## src/rtl/e203_ifu_bhtbpu_pkg.sv

```systemverilog
// Shared definitions for the IFU dynamic branch predictor: counter encoding,
// default table/stack sizes and the link-register test.
package e203_ifu_bhtbpu_pkg;

    localparam int BHT_IDX_W_DFLT = 6;
    localparam int RAS_DEPTH_DFLT = 4;

    localparam logic [1:0] CNT_SNT = 2'b00;
    localparam logic [1:0] CNT_WNT = 2'b01;
    localparam logic [1:0] CNT_WT  = 2'b10;
    localparam logic [1:0] CNT_ST  = 2'b11;

    function automatic logic is_link(input logic [4:0] ridx);
        return (ridx == 5'd1) || (ridx == 5'd5);
    endfunction

    function automatic logic [1:0] cnt_next(input logic [1:0] cnt, input logic taken);
        if (taken) return (cnt == CNT_ST)  ? CNT_ST  : cnt + 2'b01;
        else       return (cnt == CNT_SNT) ? CNT_SNT : cnt - 2'b01;
    endfunction

endpackage

```

## src/rtl/e203_ifu_bpu_ras.sv

```systemverilog
// Circular return-address stack; a push when full overwrites the oldest entry.
// Top is combinational from state; updates land on the next clk edge; flush dominates.
module e203_ifu_bpu_ras #(
    parameter int W     = 32,
    parameter int DEPTH = 4
) (
    input  logic         clk,
    input  logic         rst_n,
    input  logic         push,
    input  logic         pop,
    input  logic [W-1:0] push_data,
    input  logic         flush,
    output logic [W-1:0] top,
    output logic         empty
);

    localparam int PTR_W = (DEPTH > 1) ? $clog2(DEPTH) : 1;
    localparam int CNT_W = $clog2(DEPTH + 1);

    logic [W-1:0]     ent_q [DEPTH];
    logic [PTR_W-1:0] ptr_q, ptr_d, ptr_inc, wr_ptr;
    logic [CNT_W-1:0] cnt_q, cnt_d;
    logic             wr_en;

    assign ptr_inc = ptr_q + PTR_W'(1);
    assign top     = ent_q[ptr_q];
    assign empty   = (cnt_q == '0);

    always_comb begin
        ptr_d  = ptr_q;
        cnt_d  = cnt_q;
        wr_en  = 1'b0;
        wr_ptr = ptr_q;
        if (flush) begin
            cnt_d = '0;
        end else if (push && pop) begin
            // call-through-return: the frame is replaced in place
            wr_en = 1'b1;
        end else if (push) begin
            wr_en  = 1'b1;
            wr_ptr = ptr_inc;
            ptr_d  = ptr_inc;
            cnt_d  = (cnt_q == CNT_W'(DEPTH)) ? cnt_q : cnt_q + CNT_W'(1);
        end else if (pop && !empty) begin
            ptr_d = ptr_q - PTR_W'(1);
            cnt_d = cnt_q - CNT_W'(1);
        end
    end

    always_ff @(posedge clk or negedge rst_n) begin
        if (!rst_n) begin
            ptr_q <= '0;
            cnt_q <= '0;
            for (int i = 0; i < DEPTH; i++) ent_q[i] <= '0;
        end else begin
            ptr_q <= ptr_d;
            cnt_q <= cnt_d;
            if (wr_en) ent_q[wr_ptr] <= push_data;
        end
    end

endmodule

```

## src/rtl/sirv_gnrl_dfflr.sv

```systemverilog
// Generic load-enabled flop with asynchronous active-low reset to RST_VAL.
// Latency 1 cycle; no backpressure.
module sirv_gnrl_dfflr #(
    parameter int              DW      = 1,
    parameter logic [DW-1:0]   RST_VAL = '0
) (
    input  logic          lden,
    input  logic [DW-1:0] dnxt,
    output logic [DW-1:0] qout,
    input  logic          clk,
    input  logic          rst_n
);

    always_ff @(posedge clk or negedge rst_n) begin
        if (!rst_n)    qout <= RST_VAL;
        else if (lden) qout <= dnxt;
    end

endmodule

```

## src/rtl/e203_ifu_bhtbpu.sv

```systemverilog
// IFU branch predictor: 2-bit counter BHT for bxx plus a RAS for call/return.
// Prediction is combinational (0 cycles); training/RAS updates on next edge; no backpressure.
module e203_ifu_bhtbpu
    import e203_ifu_bhtbpu_pkg::*;
#(
    parameter int PC_SIZE   = 32,
    parameter int XLEN      = 32,
    parameter int BHT_IDX_W = BHT_IDX_W_DFLT,
    parameter int RAS_DEPTH = RAS_DEPTH_DFLT
) (
    input  logic                 clk,
    input  logic                 rst_n,
    input  logic                 dec_i_valid,
    input  logic                 dec_i_fire,
    input  logic [PC_SIZE-1:0]   pc,
    input  logic                 dec_rv32,
    input  logic                 dec_jal,
    input  logic                 dec_jalr,
    input  logic                 dec_bxx,
    input  logic [XLEN-1:0]      dec_bjp_imm,
    input  logic [4:0]           dec_rs1idx,
    input  logic [4:0]           dec_rdidx,
    input  logic [XLEN-1:0]      rf2bpu_rs1,
    input  logic                 jalr_dep,
    output logic                 bpu_wait,
    output logic                 prdt_taken,
    output logic [PC_SIZE-1:0]   prdt_pc_add_op1,
    output logic [PC_SIZE-1:0]   prdt_pc_add_op2,
    output logic [BHT_IDX_W-1:0] prdt_bht_idx,
    input  logic                 upd_valid,
    input  logic [BHT_IDX_W-1:0] upd_idx,
    input  logic                 upd_taken,
    input  logic                 ras_flush
);

    localparam int BHT_SIZE = 1 << BHT_IDX_W;

    logic [1:0]         cnt_q [BHT_SIZE];
    logic [1:0]         upd_cnt_d;
    logic [PC_SIZE-1:0] imm_pc, ret_addr, ras_top;
    logic               ras_empty, ras_push, ras_pop;
    logic               rd_link, rs1_link, pop_ok;

    assign prdt_bht_idx = pc[BHT_IDX_W:1];
    assign upd_cnt_d    = cnt_next(cnt_q[upd_idx], upd_taken);

    for (genvar i = 0; i < BHT_SIZE; i++) begin : g_bht
        sirv_gnrl_dfflr #(.DW(2), .RST_VAL(CNT_WNT)) u_cnt (
            .lden  (upd_valid && (upd_idx == BHT_IDX_W'(i))),
            .dnxt  (upd_cnt_d),
            .qout  (cnt_q[i]),
            .clk   (clk),
            .rst_n (rst_n)
        );
    end

    assign imm_pc   = dec_bjp_imm[PC_SIZE-1:0];
    assign ret_addr = pc + (dec_rv32 ? PC_SIZE'(4) : PC_SIZE'(2));
    assign rd_link  = is_link(dec_rdidx);
    assign rs1_link = is_link(dec_rs1idx);
    assign pop_ok   = dec_jalr && rs1_link && (dec_rs1idx != dec_rdidx) && !ras_empty;
    assign ras_push = dec_i_valid && dec_i_fire && (dec_jal || dec_jalr) && rd_link;
    assign ras_pop  = dec_i_valid && dec_i_fire && pop_ok;

    e203_ifu_bpu_ras #(.W(PC_SIZE), .DEPTH(RAS_DEPTH)) u_ras (
        .clk       (clk),
        .rst_n     (rst_n),
        .push      (ras_push),
        .pop       (ras_pop),
        .push_data (ret_addr),
        .flush     (ras_flush),
        .top       (ras_top),
        .empty     (ras_empty)
    );

    always_comb begin
        prdt_taken      = 1'b0;
        prdt_pc_add_op1 = pc;
        prdt_pc_add_op2 = '0;
        bpu_wait        = 1'b0;
        if (dec_i_valid) begin
            if (dec_bxx) begin
                prdt_taken      = cnt_q[prdt_bht_idx][1];
                prdt_pc_add_op2 = imm_pc;
            end else if (dec_jal) begin
                prdt_taken      = 1'b1;
                prdt_pc_add_op2 = imm_pc;
            end else if (dec_jalr) begin
                prdt_taken      = 1'b1;
                prdt_pc_add_op2 = imm_pc;
                if (pop_ok) begin
                    prdt_pc_add_op1 = ras_top;
                end else if (dec_rs1idx == 5'd0) begin
                    prdt_pc_add_op1 = '0;
                end else begin
                    prdt_pc_add_op1 = rf2bpu_rs1[PC_SIZE-1:0];
                    bpu_wait        = jalr_dep;
                end
            end
        end
    end

endmodule
```

## config.mk

```make
export PLATFORM = sky130hd
export DESIGN_NAME = e203_ifu_bhtbpu
export DESIGN_NICKNAME = d
export VERILOG_FILES = /design/src/rtl/e203_ifu_bhtbpu_pkg.sv /design/src/rtl/e203_ifu_bpu_ras.sv /design/src/rtl/sirv_gnrl_dfflr.sv /design/src/rtl/e203_ifu_bhtbpu.sv
export SDC_FILE = /design/constraint.sdc
export NUM_CORES = 1
export LEC_CHECK = 0
export BUFFER_PORTS_ARGS = -buffer_cell sky130_fd_sc_hd__buf_2
export CORE_ASPECT_RATIO = 0.8
export CORE_MARGIN = 2
export CORE_UTILIZATION = 50
export CTS_CLUSTER_DIAMETER = 60
export DETAILED_ROUTE_END_ITERATION = 8
export HOLD_SLACK_MARGIN = 0.03
export MAX_ROUTING_LAYER = met4
export PLACE_DENSITY = 0.82
export SYNTH_ARGS = -nofsm -noshare
export SYNTH_HDL_FRONTEND = slang
export SYNTH_SLANG_ARGS = --single-unit
```

## constraint.sdc

```tcl
create_clock -name clk -period 3.2 [get_ports clk]
set_input_delay 0.48 -clock clk [delete_from_list [all_inputs] [get_ports clk]]
set_output_delay 0.48 -clock clk [all_outputs]
set_load 0.005 [all_outputs]
```

==> metrics <==
status complete, but fails checks; violations in the final reports negative setup slack; Port Buffers between 150 and 200; post-layout min period between 3 and 4 ns; leading area contributor after synthesis dfrtp_1; layout filler cell count ~2,200; Seq/Total Area, Yosys a little under half; count leader, synth nand2_1; ys flop type dfrtp_1; Max Cap Viol 0; Max FO, Critical Path 3; DIE WIDTH ~190 µm; synthesized area approximately 14,000 µm²; Worst slew margin a little under half; Worst path slowest cell mux4_2; Fin. Hold Viols 0; drt wl/cell roughly 20 µm; flops & latches, synth between 200 and 300; Post-synth ARST share between 90% and 100%; initial cell density of the core between 50% and 60%; Final #Nets about 1,700; critical path endpoint category output port; achievable frequency about 310 MHz; final setup margin -0.06819 ns; CP Class reg -> out; Post-route DRC 0; Final setup viols 1; YS warnings 0; distinct cell type count after synthesis 54; top cell type's share of synthesized area a little over a third; CP Cell Sequence mux4_2 -> mux4_2 -> mux4_2 -> o21a_1 -> buf_2; Longest Clk Path Bufs 3; # IOs 196; CTS Buf Count 28; gr ovfl total 0; global-route wire length before repair around 61,000 µm; worst slew pin tran 0.8101 ns; Starting DRT DRC Count about 1,200; synthesized area per cell 10.00 µm²; clk slew on worst S/H paths around 0.070 ns; largest net degree at the start of global routing roughly 110; Max Clock Skew about 0.01 ns; Synth top cells by count nand2_1 (352), dfrtp_1 (197), o21ai_0 (177); Initial DRT Pass Iterations 7; via density per instance roughly 6; share of cells above drive strength 1 32.37%; Final Max Tran Viols 0; CP peak stage delay 0.53 ns; Post-CTS Setup Repair Bufs 0; WP data required about 2.7 ns; Die H between 150 and 200 µm; Hold WS 0.1794 ns; H-tree levels 1; Global Route Usage Sum 26.90%; Area growth syn-to-layout 18.96%; RSZ-0062 raised after global routing yes; Placed Instance Area 15,540 µm²; hpwl dp around 27,000 µm; CTS sink cnt ~260; crit-path most repeated cell mux4_2; Synth Instances around 1,400; hold crit path type in -> reg; Power Density roughly 540 nW/µm²; TritonCTS clock tree built; Core Region about 27,000 µm²; worst path arrival time ~2.8 ns; Leakage 0.007268 µW; die footprint between 20,000 and 30,000 µm²; Clk Latency, worst-skew pair around 0.54 ns; Mapped Nets 1,526; EDFF count, synth 0; crit start category register; Routed WL ~38,000 µm; vias in the first global route between 10,000 and 15,000; VDD IR-drop max 0.4655 mV; Routed Antenna Nets 0; Final GP Congestion 1.010; Root Driver clkbuf_16; via count around 12,000; Tcrit/Tclk final 102.1%; design area approximately 17,000 µm²; initial antenna violation count 2; top cells by area, synth dfrtp_1 (35%), mux4_2 (12%), dfstp_2 (12%); Row Count 54
what timing repair did:
action,4_1_cts,5_1_grt
hold endpoints to repair,28,0
hold buffers,1,0
setup endpoints to repair,1,1
gates resized for setup,0,1
sequential cells by signal, summed over array words and instances, names as in the netlist:
name / flops
u_ras.ent_q: 128
u_ras.cnt_q: 3
u_ras.ptr_q: 2
g_bht.u_cnt.qout: 128
cell families after synthesis:
group                    synth area share [%]
XOR/XNOR                                2.380
multiplexers                            15.79
buffers and inverters                   3.902
AND/OR/NAND/NOR                         16.98
flip-flops                              47.28
adder cells (fa/ha/maj)                0.6442
AO/OA/AOI/OAI                           13.02
routing by layer:
metal / GRT usage [%] / routed length (µm)
met3: 5.958 / 3643
met5: - / 0
met4: 8.158 / 1125
met1: 35.98 / 15550
met2: 41.30 / 17980
metrics by stage:
| step | util [%] | instances | TNS, ns | setup slack, ns | total power (µW) |
|---|---|---|---|---|---|
| after floorplan | - | 1398 | 0 | 0.08610 | 4786 |
| after global placement | 56.80 | 1905 | 0 | 0.07413 | 5288 |
| after detailed placement | 56.80 | 1905 | 0 | 0.07354 | 5354 |
| after CTS | 60.76 | 1958 | -0.07303 | -0.07303 | 9086 |
| after global routing | 60.79 | 1960 | -0.1353 | -0.1353 | 9395 |
| final | 60.79 | 1960 | -0.06819 | -0.06819 | 9049 |
worst paths after layout:
check                                                          from                             endpoint  slack [ns]  cells past startpoint
min in group asynchronous                                     rst_n  g_bht[54].u_cnt.qout[1]$_DFFE_PN0P_        0.59                      2
worst max register to register  g_bht[43].u_cnt.qout[0]$_DFFE_PN1P_  g_bht[55].u_cnt.qout[0]$_DFFE_PN1P_        0.49                      8
max in group asynchronous                                     rst_n  g_bht[33].u_cnt.qout[0]$_DFFE_PN1P_        1.66                      3
worst max-delay path             g_bht[3].u_cnt.qout[1]$_DFFE_PN0P_                           prdt_taken       -0.07                      5
worst min register to register  g_bht[57].u_cnt.qout[0]$_DFFE_PN1P_  g_bht[57].u_cnt.qout[0]$_DFFE_PN1P_        0.46                      2
worst min-delay path                                      ras_flush           u_ras.cnt_q[0]$_DFFE_PN0P_        0.18                      2
cell usage in the layout (no fill, tap or decap), drive strengths merged, types with 3 or more instances in the layout:
master | Yosys | routed
nand2 | 352 | 352
buf | 33 | 243
o21ai | 237 | 237
dfrtp | 197 | 197
mux4 | 76 | 76
nor2 | 64 | 64
dfstp | 64 | 64
nand3 | 43 | 43
clkbuf | 67 | 38
and2 | 33 | 33
a31oi | 33 | 33
mux2 | 29 | 29
xnor2 | 23 | 23
nor3 | 20 | 20
mux2i | 17 | 17
xor2 | 15 | 15
inv | 13 | 15
nor2b | 8 | 8
nand4 | 8 | 8
bufinv | 0 | 8
nand2b | 7 | 7
and3 | 7 | 7
nor4 | 6 | 6
a211oi | 5 | 5
a311oi | 4 | 4
a2111oi | 4 | 4
or3 | 3 | 3
o22ai | 3 | 3
power by group:
| group | internal [µW] | total (µW) | switching [µW] |
|---|---|---|---|
| combinational | 655 | 1420 | 762 |
| sequential | 3680 | 3910 | 228 |
| clock | 2380 | 3730 | 1350 |
critical path, delay by kind of cell (launching register included):
kind,cells,cell delay (ns)
AOI/OAI and AO/OA,1,0.19
buffers and inverters,1,0.12
DFF,1,0.42
muxes,3,1.52
layout make-up:
type                    instances  area (µm²)  area share [%]
inverters                      13       48.80          0.2934
multi-input cells            1024        6867           41.28
well taps                     364       455.4           2.738
clock inverters                14       285.3           1.715
clock buffers                  38       789.5           4.746
repair buffers                244        1569           9.433
diodes                          2       5.005         0.03009
flip-flops and latches        261        6614           39.76
Note: power is estimated with default switching activity, not from simulation.
